==> config.mk <==
export PLATFORM = sky130hd
export DESIGN_NAME = output_port_scheduler
export DESIGN_NICKNAME = d
export VERILOG_FILES = /design/src/rtl/output_port_scheduler_pkg.sv /design/src/rtl/output_port_scheduler_port_rr_arbiter.sv /design/src/rtl/output_port_scheduler.sv
export SDC_FILE = /design/constraint.sdc
export NUM_CORES = 1
export LEC_CHECK = 0
export CAP_MARGIN = 10
export CORE_MARGIN = 1
export CORE_UTILIZATION = 50
export DETAILED_ROUTE_END_ITERATION = 6
export PLACE_DENSITY = 0.73
export SLEW_MARGIN = 20
export SYNTH_ARGS = -nofsm -noshare
export SYNTH_HDL_FRONTEND = slang
export SYNTH_SLANG_ARGS = --single-unit
==> constraint.sdc <==
create_clock -name clk -period 2.6 [get_ports clk]
set_clock_uncertainty 0.15 [all_clocks]
set_input_delay 0.26 -clock clk [delete_from_list [all_inputs] [get_ports clk]]
set_output_delay 0.26 -clock clk [all_outputs]
set_load 0.03 [all_outputs]
==> src/rtl/output_port_scheduler_pkg.sv <==
// Shared definitions for the output port scheduler.
//   PORT_NUB_TOTAL : default number of input ports and of output ports.
//   arb_state_e    : per-output arbiter state encoding.
package output_port_scheduler_pkg;

  localparam int unsigned PORT_NUB_TOTAL = 4;

  typedef enum logic [1:0] {
    StIdle  = 2'd0,
    StBusy  = 2'd1,
    StDrain = 2'd2
  } arb_state_e;

endpackage

==> src/rtl/output_port_scheduler_port_rr_arbiter.sv <==
// Per-output-port arbiter: round-robin pick among candidate inputs, grant hold with a
// burst limit, and drain after a burst timeout until the owner lets go.
// Ports:
//   clk, rst       : clock, synchronous active-high reset
//   vld_i          : valid per input port
//   cand_i         : inputs eligible for this output (valid, addressed here, not granted)
//   owner_dec_o    : one-hot owner while granting, else 0
//   timeout_dec_o  : one-cycle one-hot pulse when the grant is revoked by the burst limit
//   sel_o          : owner index while granting, else 0
//   sel_vld_o      : high while granting
module port_rr_arbiter
  import output_port_scheduler_pkg::*;
#(
  parameter int unsigned PORT_NUB  = PORT_NUB_TOTAL,
  parameter int unsigned WIDTH_SEL = $clog2(PORT_NUB),
  parameter int unsigned MAX_BURST = 64
) (
  input  logic                 clk,
  input  logic                 rst,
  input  logic [PORT_NUB-1:0]  vld_i,
  input  logic [PORT_NUB-1:0]  cand_i,
  output logic [PORT_NUB-1:0]  owner_dec_o,
  output logic [PORT_NUB-1:0]  timeout_dec_o,
  output logic [WIDTH_SEL-1:0] sel_o,
  output logic                 sel_vld_o
);

  localparam int unsigned CntW = (MAX_BURST > 1) ? $clog2(MAX_BURST) : 1;
  localparam logic [CntW-1:0] CntLast = CntW'(MAX_BURST - 1);
  localparam logic [WIDTH_SEL-1:0] LastInit = WIDTH_SEL'(PORT_NUB - 1);

  arb_state_e           st_q, st_d;
  logic [WIDTH_SEL-1:0] owner_q, owner_d;
  logic [WIDTH_SEL-1:0] last_q, last_d;
  logic [CntW-1:0]      cnt_q, cnt_d;
  logic                 to_q, to_d;

  logic                 pick_found;
  logic [WIDTH_SEL-1:0] pick_idx;
  logic [WIDTH_SEL:0]   scan_sum;

  // Scan from last_q+1 upwards with wrap. last_q < PORT_NUB and k <= PORT_NUB keep the
  // sum below 2*PORT_NUB, so a single conditional subtract implements the modulo.
  always_comb begin
    pick_found = 1'b0;
    pick_idx   = '0;
    scan_sum   = '0;
    for (int k = 1; k <= int'(PORT_NUB); k++) begin
      scan_sum = {1'b0, last_q} + (WIDTH_SEL + 1)'(k);
      if (scan_sum >= (WIDTH_SEL + 1)'(PORT_NUB)) begin
        scan_sum = scan_sum - (WIDTH_SEL + 1)'(PORT_NUB);
      end
      if (!pick_found && cand_i[scan_sum[WIDTH_SEL-1:0]]) begin
        pick_found = 1'b1;
        pick_idx   = scan_sum[WIDTH_SEL-1:0];
      end
    end
  end

  always_comb begin
    st_d    = st_q;
    owner_d = owner_q;
    last_d  = last_q;
    cnt_d   = cnt_q;
    to_d    = 1'b0;
    unique case (st_q)
      StIdle: begin
        if (pick_found) begin
          owner_d = pick_idx;
          last_d  = pick_idx;
          cnt_d   = '0;
          st_d    = StBusy;
        end
      end
      StBusy: begin
        // A release in the last allowed cycle wins over the timeout.
        if (!vld_i[owner_q]) begin
          st_d = StIdle;
        end else if (cnt_q == CntLast) begin
          st_d = StDrain;
          to_d = 1'b1;
        end else begin
          cnt_d = cnt_q + CntW'(1);
        end
      end
      StDrain: begin
        if (!vld_i[owner_q]) begin
          st_d = StIdle;
        end
      end
      default: st_d = StIdle;
    endcase
  end

  always_ff @(posedge clk) begin
    if (rst) begin
      st_q    <= StIdle;
      owner_q <= '0;
      last_q  <= LastInit;
      cnt_q   <= '0;
      to_q    <= 1'b0;
    end else begin
      st_q    <= st_d;
      owner_q <= owner_d;
      last_q  <= last_d;
      cnt_q   <= cnt_d;
      to_q    <= to_d;
    end
  end

  always_comb begin
    owner_dec_o   = '0;
    timeout_dec_o = '0;
    sel_o         = '0;
    sel_vld_o     = 1'b0;
    if (st_q == StBusy) begin
      owner_dec_o[owner_q] = 1'b1;
      sel_o                = owner_q;
      sel_vld_o            = 1'b1;
    end
    // owner_q is still held in the first drain cycle, when the pulse is visible.
    if (to_q) begin
      timeout_dec_o[owner_q] = 1'b1;
    end
  end

endmodule

==> src/rtl/output_port_scheduler.sv <==
// Output port scheduler: one round-robin arbiter per output port, each granting one
// requesting input at a time with a bounded burst length.
// Ports:
//   clk, rst    : clock, synchronous active-high reset
//   vld_in      : bit i = input i requesting / transferring
//   rx_in       : slice i = destination output port of input i
//   grant_out   : bit i = input i owns its destination output
//   sel_out     : slice o = input granted at output o (0 when none)
//   sel_vld_out : bit o = output o has a granted input
//   timeout_out : bit i pulses for one cycle when input i's grant hits the burst limit
module output_port_scheduler
  import output_port_scheduler_pkg::*;
#(
  parameter int unsigned PORT_NUB  = PORT_NUB_TOTAL,
  parameter int unsigned WIDTH_SEL = $clog2(PORT_NUB),
  parameter int unsigned MAX_BURST = 64
) (
  input  logic                          clk,
  input  logic                          rst,
  input  logic [PORT_NUB-1:0]           vld_in,
  input  logic [PORT_NUB*WIDTH_SEL-1:0] rx_in,
  output logic [PORT_NUB-1:0]           grant_out,
  output logic [PORT_NUB*WIDTH_SEL-1:0] sel_out,
  output logic [PORT_NUB-1:0]           sel_vld_out,
  output logic [PORT_NUB-1:0]           timeout_out
);

  logic [PORT_NUB-1:0] owner_dec   [PORT_NUB];
  logic [PORT_NUB-1:0] timeout_dec [PORT_NUB];

  for (genvar o = 0; o < int'(PORT_NUB); o++) begin : g_out
    logic [PORT_NUB-1:0] cand;

    // Inputs already granted anywhere are excluded; out-of-range rx never matches.
    always_comb begin
      cand = '0;
      for (int i = 0; i < int'(PORT_NUB); i++) begin
        cand[i] = vld_in[i] && !grant_out[i] &&
                  (rx_in[i*WIDTH_SEL +: WIDTH_SEL] == WIDTH_SEL'(o));
      end
    end

    port_rr_arbiter #(
      .PORT_NUB  (PORT_NUB),
      .WIDTH_SEL (WIDTH_SEL),
      .MAX_BURST (MAX_BURST)
    ) u_arb (
      .clk           (clk),
      .rst           (rst),
      .vld_i         (vld_in),
      .cand_i        (cand),
      .owner_dec_o   (owner_dec[o]),
      .timeout_dec_o (timeout_dec[o]),
      .sel_o         (sel_out[o*WIDTH_SEL +: WIDTH_SEL]),
      .sel_vld_o     (sel_vld_out[o])
    );
  end

  // Transpose per-output owner decodes into per-input grant bits.
  always_comb begin
    grant_out   = '0;
    timeout_out = '0;
    for (int o = 0; o < int'(PORT_NUB); o++) begin
      grant_out   = grant_out | owner_dec[o];
      timeout_out = timeout_out | timeout_dec[o];
    end
  end

endmodule

# After elaboration in Yosys (flattened, before gate mapping)
# Cells that the tools add are included.
totals:
  inputBits: 14
  reg_bits: 52
op_classes:
  muxes: 152
  n_bitwise: 14
  n_reduce_logical: 80
  eq_ne: 44
  n_lt_le_gt_ge: 40
  addsub: 36
ops:
  columns: ["op", "count"]
  rows:
  - ["$mux W2", 52]
  - ["$mux W6", 12]
  - ["$lt A2 B3 Y1 const B", 20]
  - ["$ge A3 B3 Y1 const B", 16]
  - ["$mux W1", 48]
  - ["$pmux W6 S2", 4]
  - ["$bmux W1 S2", 20]
  - ["$logic_and A1 B1 Y1", 36]
  - ["$mux W4", 8]
  - ["$sub A2 B1 Y2 const B", 16]
  - ["$add A2 B2 Y3 const B", 8]
  - ["$add A6 B1 Y6 const B", 4]
  - ["$eq A2 B2 Y1 const B", 12]
  - ["$eq A6 B6 Y1 const B", 4]
  - ["$or A4 B4 Y4", 6]
  - ["$pmux W2 S3", 4]
  - ["$eq A2 B1 Y1 const B", 8]
  - ["$logic_not A1 Y1", 16]
  - ["$logic_not A2 Y1", 8]
  - ["$ne A2 B1 Y1 const B", 8]
  - ["$ne A2 B2 Y1 const B", 8]
  - ["$reduce_and A4 Y1", 4]
  - ["$add A2 B1 Y3 const B", 4]
  - ["$add A2 B3 Y3 const B", 4]
  - ["8 further kinds", 36]

# Depth between registers and ports, before layout
# Gate-level depths: netlist of the first run.
depth:
  word_depth: 25
  depth_mapped: 8

# Hierarchy
# From an unflattened synthesis of the first run, not the netlist that was laid out.
unflattened:
  cells_unflattened: 376
  hier_area_um2: 3133.0
modules_own_cells:
  columns: ["mod", "seq_area_each_um2", "instances", "area_per_inst_um2", "cells_each"]
  rows:
  - ["port_rr_arbiter", 260.2, 4, 700.7, 84]
  - ["output_port_scheduler", 0.0, 1, 330.3, 40]

# Worst setup path after synthesis of the first run
# No wires, ideal clock.
synth_timing:
  path_kind: "register to register"
  from: "reg g_out[0].u_arb.owner_q[1]"
  to: "reg g_out[0].u_arb.last_q[0]"
  t_arrival_ns: 2.027
  setup_ns: 0.149
  slack_ns: 0.274
  path_buffers: 2
  required_ns: 2.301
  stages_incl_launch_ff: 9
  path_cell_list: "dfxtp_1 buf_2 nor4b_4 or4_1 buf_4 nor4b_4 nor2_1 a211oi_2 a32oi_1"
synth_via:
  elab_chain_len: 24
  elab_cells_between_ends: 44
  cone_classes: "order compare: 2; mux: 19; bitwise: 3; reduce/logical: 20"
synth_rtl:
  columns: ["element", "line", "rtl"]
  rows:
  - ["from (decl)", "output_port_scheduler_port_rr_arbiter.sv:33", "logic [WIDTH_SEL-1:0] owner_q, owner_d;"]
  - ["from (signal assigned)", "output_port_scheduler_port_rr_arbiter.sv:104", "owner_q <= owner_d;"]
  - ["$lt A2 B3 Y1 (not written as such) / $ge A2 B1 Y1 (equally long branches)", "output_port_scheduler_port_rr_arbiter.sv:117", "owner_dec_o[owner_q] = 1'b1;"]
  - ["$logic_and A1 B1 Y1 (not written as such)", "output_port_scheduler_port_rr_arbiter.sv:117", null]
  - ["$mux W1 (not written as such)", "output_port_scheduler_port_rr_arbiter.sv:117", null]
  - ["$demux W1 S2 (*)", null, null]
  - ["$mux W4 (*)", "output_port_scheduler_port_rr_arbiter.sv:116", "if (st_q == StBusy) begin"]
  - ["$or A4 B4 Y4 (*) (3 in series)", "output_port_scheduler.sv:64", "grant_out = grant_out | owner_dec[o];"]
  - ["named net grant_out[0]", "output_port_scheduler.sv:22", "output logic [PORT_NUB-1:0] grant_out,"]
  - ["$logic_not A1 Y1 (*)", "output_port_scheduler.sv:38", "cand[i] = vld_in[i] && !grant_out[i] &&"]
  - ["[7 not listed]", null, null]
  - ["$mux W1", "output_port_scheduler_port_rr_arbiter.sv:53", "if (!pick_found && cand_i[scan_sum[WIDTH_SEL-1:0]]) begin"]
  - ["$logic_not A1 Y1", "output_port_scheduler_port_rr_arbiter.sv:53", null]
  - ["$logic_and A1 B1 Y1", "output_port_scheduler_port_rr_arbiter.sv:53", null]
  - ["$mux W1", "output_port_scheduler_port_rr_arbiter.sv:53", null]
  - ["$logic_not A1 Y1", "output_port_scheduler_port_rr_arbiter.sv:53", null]
  - ["$logic_and A1 B1 Y1", "output_port_scheduler_port_rr_arbiter.sv:53", null]
  - ["$mux W1", "output_port_scheduler_port_rr_arbiter.sv:53", null]
  - ["$reduce_and A2 Y1 (no source line)", null, null]
  - ["to (signal assigned)", "output_port_scheduler_port_rr_arbiter.sv:99", "last_q <= LastInit;"]
  - ["to (signal assigned)", "output_port_scheduler_port_rr_arbiter.sv:105", "last_q <= last_d;"]
  - ["to (decl)", "output_port_scheduler_port_rr_arbiter.sv:34", "logic [WIDTH_SEL-1:0] last_q, last_d;"]
# The timed path passes the listed nets; every way through them passes the cells marked *. The select of a mux whose other input is x is not followed.
# A chain may end at the register's enable or synchronous reset.

# Final worst setup path of the first run
layout_timing:
  from: "reg g_out[0].u_arb.st_q[1]"
  to: "reg g_out[0].u_arb.last_q[0]"
layout_via:
  elab_chain_len: 21
  elab_cells_between_ends: 41
  cone_classes: "eq/ne: 1; mux: 17; bitwise: 3; reduce/logical: 20"
layout_rtl:
  columns: ["element", "line", "rtl"]
  rows:
  - ["from (decl)", "output_port_scheduler_port_rr_arbiter.sv:32", "arb_state_e st_q, st_d;"]
  - ["from (signal assigned)", "output_port_scheduler_port_rr_arbiter.sv:97", "st_q <= StIdle;"]
  - ["from (signal assigned)", "output_port_scheduler_port_rr_arbiter.sv:103", "st_q <= st_d;"]
  - ["$eq A2 B1 Y1", "output_port_scheduler_port_rr_arbiter.sv:116", null]
  - ["$mux W4", "output_port_scheduler_port_rr_arbiter.sv:116", null]
  - ["$or A4 B4 Y4 (3 in series)", "output_port_scheduler.sv:64", null]
  - ["$logic_not A1 Y1", "output_port_scheduler.sv:38", null]
  - ["$logic_and A1 B1 Y1 (2 in series)", "output_port_scheduler.sv:38", null]
  - ["$bmux W1 S2", "output_port_scheduler_port_rr_arbiter.sv:53", null]
  - ["$mux W1 (not written as such)", "output_port_scheduler_port_rr_arbiter.sv:53", null]
  - ["$mux W1", "output_port_scheduler_port_rr_arbiter.sv:53", null]
  - ["[2 not listed]", null, null]
  - ["$mux W1", "output_port_scheduler_port_rr_arbiter.sv:53", null]
  - ["$logic_not A1 Y1", "output_port_scheduler_port_rr_arbiter.sv:53", null]
  - ["$logic_and A1 B1 Y1", "output_port_scheduler_port_rr_arbiter.sv:53", null]
  - ["$mux W1", "output_port_scheduler_port_rr_arbiter.sv:53", null]
  - ["$logic_not A1 Y1", "output_port_scheduler_port_rr_arbiter.sv:53", null]
  - ["$logic_and A1 B1 Y1", "output_port_scheduler_port_rr_arbiter.sv:53", null]
  - ["$mux W1", "output_port_scheduler_port_rr_arbiter.sv:53", null]
  - ["$reduce_and A2 Y1 (no source line)", null, null]
# Several ways; a longest one is shown, not always the timed one. The select of a mux whose other input is x is not followed.

==> metrics.txt, run 1 <==
outcome=finished, final reports clean; Highest Clock Rate=403.8 MHz; FF-to-FF setup slack=120 ps; area grow syn2layout=16.55%; Routed WL per cell=15.96 um; syn nets=417; clock root buffer=clkbuf_8; # rows=29; Routed Antenna Nets=0; Die Wd=82.93 um; Hold Crit Start=g_out[0].u_arb.cnt_q[5]; Hold Crit Class=reg2reg; R2R Path End=g_out[0].u_arb.last_q[0]; gp weighted congestion=0.8266; Total Nets Final=449; Cells after Synth=399; critical path arrival=2490 ps; drt via density=6.012; Worst Setup End Kind=flop; Worst Max-Slew Pin Slew=708.5 ps; Distinct cells, synth=67; WHS=358.3 ps; total core area=6350 sq um; area of the multi-input gates=2033 sq um; GRT overflow=0; starting density of the core=0.5157; share of cells above drive strength 1=0.1366; Worst Hold Depth=1; Post-Syn Area=3274 sq um; hold buffers post-CTS=0; Hold Vio Cnt, Final=0; Slew Viols, Final=0; # IOs=34; RSZ-0062 raised after global routing=yes; most common cell after layout, fill and taps aside=nor2_1; Storage cell area=1046 sq um; Max Cap Violations=0; H-tree depth=2; VDD IR max=0.3075 mV; CTS tree=yes; first-pass GRT wire length=13350 um; clk buf depth=2; Die H=82.93 um; R2R cell count=6; worst r2r src=g_out[0].u_arb.st_q[1]; hpwl dp=6026 um; Initial DRC Count=169; Post-synth EDFFs=0; Setup TNS Final=0 ps; peak fanout along the critical path=6; Post-CTS Setup Repair Bufs=0; Routed WL=8122 um; Tcrit/Tclk final=0.9525; Die ar.=6877 sq um; number of global-route vias before repair=2848; most frequent cells in the layout=nor2_1, dfxtp_1, nand2_1, clkdlybuf4s50_1; min Tclk post-route=2476 ps; synthesized area per cell=8.206 sq um; Setup violations, final=0; Most used DFF post-synth=dfxtp_1; fraction of registers with async set/reset=0; Yosys reg bits=52; TritonCTS buffer count=5; ANT cells=0; Leak=1.452 nW; initial antenna violation count=0; via count=3060; Setup CP Type=reg2reg; Worst-path clk slew=100 ps; DR pass1 iterations=4; Critical Path RT=2610 ps; largest net degree at the start of global routing=26; Port Buf Inserts=33; sequential element share of the synthesized area=0.3179; relative slew slack=0.5225; Min-Delay Endpoint=g_out[0].u_arb.cnt_q[5]; Clock Sinks=52; Worst setup SP type=flop; worst skew pair latency=310 ps; YS warnings=0; DRC Markers=0; Pwr Density=508.4 nW/um^2; Total GRT Usage=0.2362; fillcell total=578
-- worst max-delay path: stages, from the launching register on --
cell	delay (ps)
dfxtp_1	480
nor4b_4	80
or4_1	650
nor4b_4	450
o21ai_1	160
a211oi_2	230
a32oi_1	130
-- Yosys cell counts, types with 4 or more instances --
| master | count | area share |
|---|---|---|
| and2_1 | 5 | 0.0096 |
| nand2_1 | 46 | 0.053 |
| a21oi_1 | 20 | 0.031 |
| ha_1 | 4 | 0.015 |
| o32ai_1 | 5 | 0.013 |
| a31oi_1 | 8 | 0.015 |
| nand3_1 | 16 | 0.024 |
| mux4_2 | 4 | 0.028 |
| nor3_1 | 10 | 0.015 |
| nand2b_1 | 4 | 0.0076 |
| buf_2 | 8 | 0.012 |
| xor2_1 | 12 | 0.032 |
| dfxtp_1 | 52 | 0.32 |
| o211ai_1 | 6 | 0.014 |
| buf_4 | 6 | 0.014 |
| nor4bb_1 | 4 | 0.012 |
| nand4_1 | 10 | 0.019 |
| nand3b_1 | 4 | 0.0092 |
| nor2_1 | 51 | 0.058 |
| and3_1 | 10 | 0.019 |
| inv_1 | 20 | 0.023 |
| o21ai_0 | 6 | 0.0092 |
| clkbuf_1 | 9 | 0.010 |
| o221ai_1 | 6 | 0.016 |
-- power by group --
part	internal (W)	switching [W]	total (W)
combinational	0.000224	0.000314	0.000538
clock	0.000216	0.000279	0.000495
sequential	0.000844	0.0000634	0.000907
total	0.00128	0.000656	0.00194
-- cell type report --
class | instances | area share
Multi-Input combinational cell | 301 | 0.5328
Inverter | 20 | 0.01967
Clock buffer | 6 | 0.02164
Sequential cell | 52 | 0.2741
Clock inverter | 2 | 0.003934
Tap cell | 77 | 0.02525
Timing Repair Buffer | 51 | 0.1226
-- metal layers --
metal / track usage / part of all wire
met1: 0.3118 / 0.48
met2: 0.3890 / 0.46
met3: 0.03976 / 0.036
met4: 0.08464 / 0.023
met5: 0 / 0
-- cell families after synthesis --
family	after synthesis	synth area share
AO/OA/AOI/OAI	81	0.1857
XOR/XNOR	12	0.03210
adder cells (fa/ha/maj)	5	0.01872
buffers and inverters	46	0.06954
flip-flops	52	0.3179
multiplexers	8	0.04012
AND/OR/NAND/NOR	195	0.3359
-- flip-flops by register name, indices dropped and copies added, names as in the netlist --
register,flops
g_out.u_arb.cnt_q,24
g_out.u_arb.to_q,4
g_out.u_arb.st_q,8
g_out.u_arb.owner_q,8
g_out.u_arb.last_q,8
-- per-stage QoR --
step / instance area, sq um / cells / utilization / total power, W / setup WS, ps
after global placement: 3684 / 501 / 0.5801 / 0.001441 / 136.7
after detailed placement: 3684 / 501 / 0.5801 / 0.001449 / 93.37
final: 3816 / 509 / 0.6010 / 0.001940 / 123.6
after floorplan: 3274 / 399 / - / 0.001299 / 274.2
after CTS: 3781 / 509 / 0.5955 / 0.001938 / 7.043
after global routing: 3816 / 509 / 0.6010 / 0.002036 / 3.916
-- how the worst max path moves through the flow --
stage / startpoint / to / slack, ps / depth (start not counted)
2_1_floorplan: g_out[0].u_arb.owner_q[1] / g_out[0].u_arb.last_q[0] / 270 / 8
3_3_place_gp: g_out[0].u_arb.owner_q[0] / g_out[0].u_arb.last_q[0] / 140 / 6
3_5_place_dp: g_out[2].u_arb.owner_q[0] / g_out[1].u_arb.cnt_q[0] / 90 / 6
4_1_cts: g_out[0].u_arb.owner_q[1] / grant_out[3] / 7 / 5
5_1_grt: g_out[1].u_arb.st_q[1] / g_out[2].u_arb.cnt_q[1] / 4 / 7
6_report: g_out[0].u_arb.st_q[1] / g_out[0].u_arb.last_q[0] / 120 / 6
-- repair_timing --
action | CTS | global route
gates resized for setup | 4 | 9
pin swaps | 0 | 0
endpoints found under the setup margin | 3 | 14
hold endpoints to repair | 0 | 0
Note: power is estimated with default switching activity, not from simulation.
==> inputs of run 2 (changes only) <==
--- a/config.mk
+++ b/config.mk
@@ -9,7 +9,8 @@
 export CORE_MARGIN = 1
 export CORE_UTILIZATION = 50
 export DETAILED_ROUTE_END_ITERATION = 6
-export PLACE_DENSITY = 0.73
+export DONT_BUFFER_PORTS = 1
+export PLACE_DENSITY = 0.66
 export SLEW_MARGIN = 20
 export SYNTH_ARGS = -nofsm -noshare
 export SYNTH_HDL_FRONTEND = slang
==> metrics.txt, run 2 (synthesized netlist as in run 1, its figures left out) <==
crit path from=g_out[1].u_arb.owner_q[0]; CTS tree=yes; Max Cap Violations=0; Worst Setup End Kind=flop; Total GRT Usage=0.2432; H-tree depth=2; Clock Sinks=52; initial antenna violation count=0; critical path arrival=2530 ps; area grow syn2layout=9.515%; Critical Path RT=2600 ps; Routed WL per cell=17.02 um; Final Power=0.001922 W; Pwr Density=535.9 nW/um^2; max reg flops=24; DRC Markers=0; met2 GRT Util=0.3763; Setup CP Type=reg2reg; Biggest register=g_out.u_arb.cnt_q; Routed WL=8358 um; worst skew pair latency=320 ps; Hold Crit Class=in2reg; Total Nets Final=431; Initial DRC Count=191; WHS=8.856 ps; number of global-route vias before repair=2741; relative slew slack=0.2857; Leak=1.374 nW; min Tclk post-route=2527 ps; Slew Viols, Final=0; critical path buffer and inverter count=1; VDD IR max=0.3191 mV; Worst-path clk slew=100 ps; Highest Clock Rate=395.7 MHz; TritonCTS buffer count=5; Worst Max-Slew Pin Slew=1068 ps; Routed Antenna Nets=0; Die Wd=82.93 um; drt via density=6.043; Critical-path top delay cell=or4_1; # rows=29; Die ar.=6877 sq um; RSZ-0062 raised after global routing=no; starting density of the core=0.5157; via count=2967; outcome=finished, final reports clean; worst r2r src=g_out[1].u_arb.owner_q[0]; gr busiest metal=met2; grt met3 use=0.04970; hpwl dp=6230 um; GRT overflow=0; # IOs=34; DR pass1 iterations=4; Hold Crit Start=rst; total core area=6350 sq um; largest net degree at the start of global routing=24; Crit path largest cell delay=670 ps; Die H=82.93 um; critical path, cell by cell=nor4b_1 -> or4_1 -> nor4b_4 -> buf_4 -> nor2_1 -> a211oi_2 -> a32oi_1; first-pass GRT wire length=13540 um; Port Buf Inserts=0; clock root buffer=clkbuf_8; Tcrit/Tclk final=0.9720; Setup violations, final=0; ANT cells=0; Setup TNS Final=0 ps; gp weighted congestion=0.8793; clk buf depth=2; share of cells above drive strength 1=0.1667; Worst setup SP type=flop; peak fanout along the critical path=7; most frequent cells in the layout=nor2_1, dfxtp_1, nand2_1, buf_4; Hold Vio Cnt, Final=0; met1 GRT Util=0.3398; delay-heaviest family, CP=simple AND/OR/NAND/NOR gates
## run 2: changes by cell type in the layout (fill, tap and decap cells not counted), moves of 2 or more
cell / previous run / this run
dfxtp_2: 4 / 2
dlygate4sd3_1: 0 / 2
buf_4: 18 / 31
o41ai_2: 2 / 4
clkdlybuf4s50_1: 29 / 0
dfxtp_1: 48 / 50
dlygate4sd2_1: 2 / 0
dlymetal6s2s_1: 2 / 0
clkinvlp_4: 2 / 0
## run 2: path summary, 6_finish.rpt
check | slack [ps] | cells after the start | endpoint
setup / recovery | 70 | 7 | g_out[0].u_arb.last_q[0]
hold / removal | 9 | 2 | g_out[1].u_arb.last_q[0]
setup reg to reg | 70 | 7 | g_out[0].u_arb.last_q[0]
hold reg to reg | 330 | 1 | g_out[0].u_arb.cnt_q[5]
## run 2: cell type report
cell class / instances / area [sq um]
Clock buffer: 6 / 82.58
Multi-Input combinational cell: 301 / 2022
Fill cell: 571 / 2764
Tap cell: 77 / 96.34
Clock inverter: 2 / 13.76
Inverter: 20 / 75.07
Sequential cell: 52 / 1044
Timing Repair Buffer: 33 / 252.7
## run 2: timing repair
item	4_1_cts	5_1_grt
buffers inserted	0	1
hold buffers	2	0
endpoints found under the hold margin	23	0
setup endpoints to repair	0	11
resized for setup	0	5
## run 2: worst register-to-register path, delay by kind of cell, from the launching register on
family                 cells  cell delay (ps)
DFF                        1              450
AOI/OAI and AO/OA          2              450
buffers and inverters      1              180
and+or+nand+nor            4             1140
## run 2: report_power, final
| group | switching, W | total [W] | internal, W |
|---|---|---|---|
| logic | 0.000301 | 0.000513 | 0.000212 |
| clock network | 0.000287 | 0.000505 | 0.000219 |
| registers | 0.0000607 | 0.000903 | 0.000843 |
## run 2: stage by stage
| stage | instance area, sq um | worst slack [ps] | cells | utilization |
|---|---|---|---|---|
| after floorplan | 3274 | 274.2 | 399 | - |
| after global placement | 3443 | 186.9 | 480 | 0.5423 |
| after detailed placement | 3443 | 141.4 | 480 | 0.5423 |
| after CTS | 3560 | 102.6 | 490 | 0.5606 |
| after global routing | 3586 | 1.448 | 491 | 0.5647 |
| final | 3586 | 72.86 | 491 | 0.5647 |
## run 2: metal layers
layer  wire length (um)  vias up
li1                   -     1485
met1               3989     1384
met2               3566       86
met3                654       12
met4                148        0
met5                  0        -
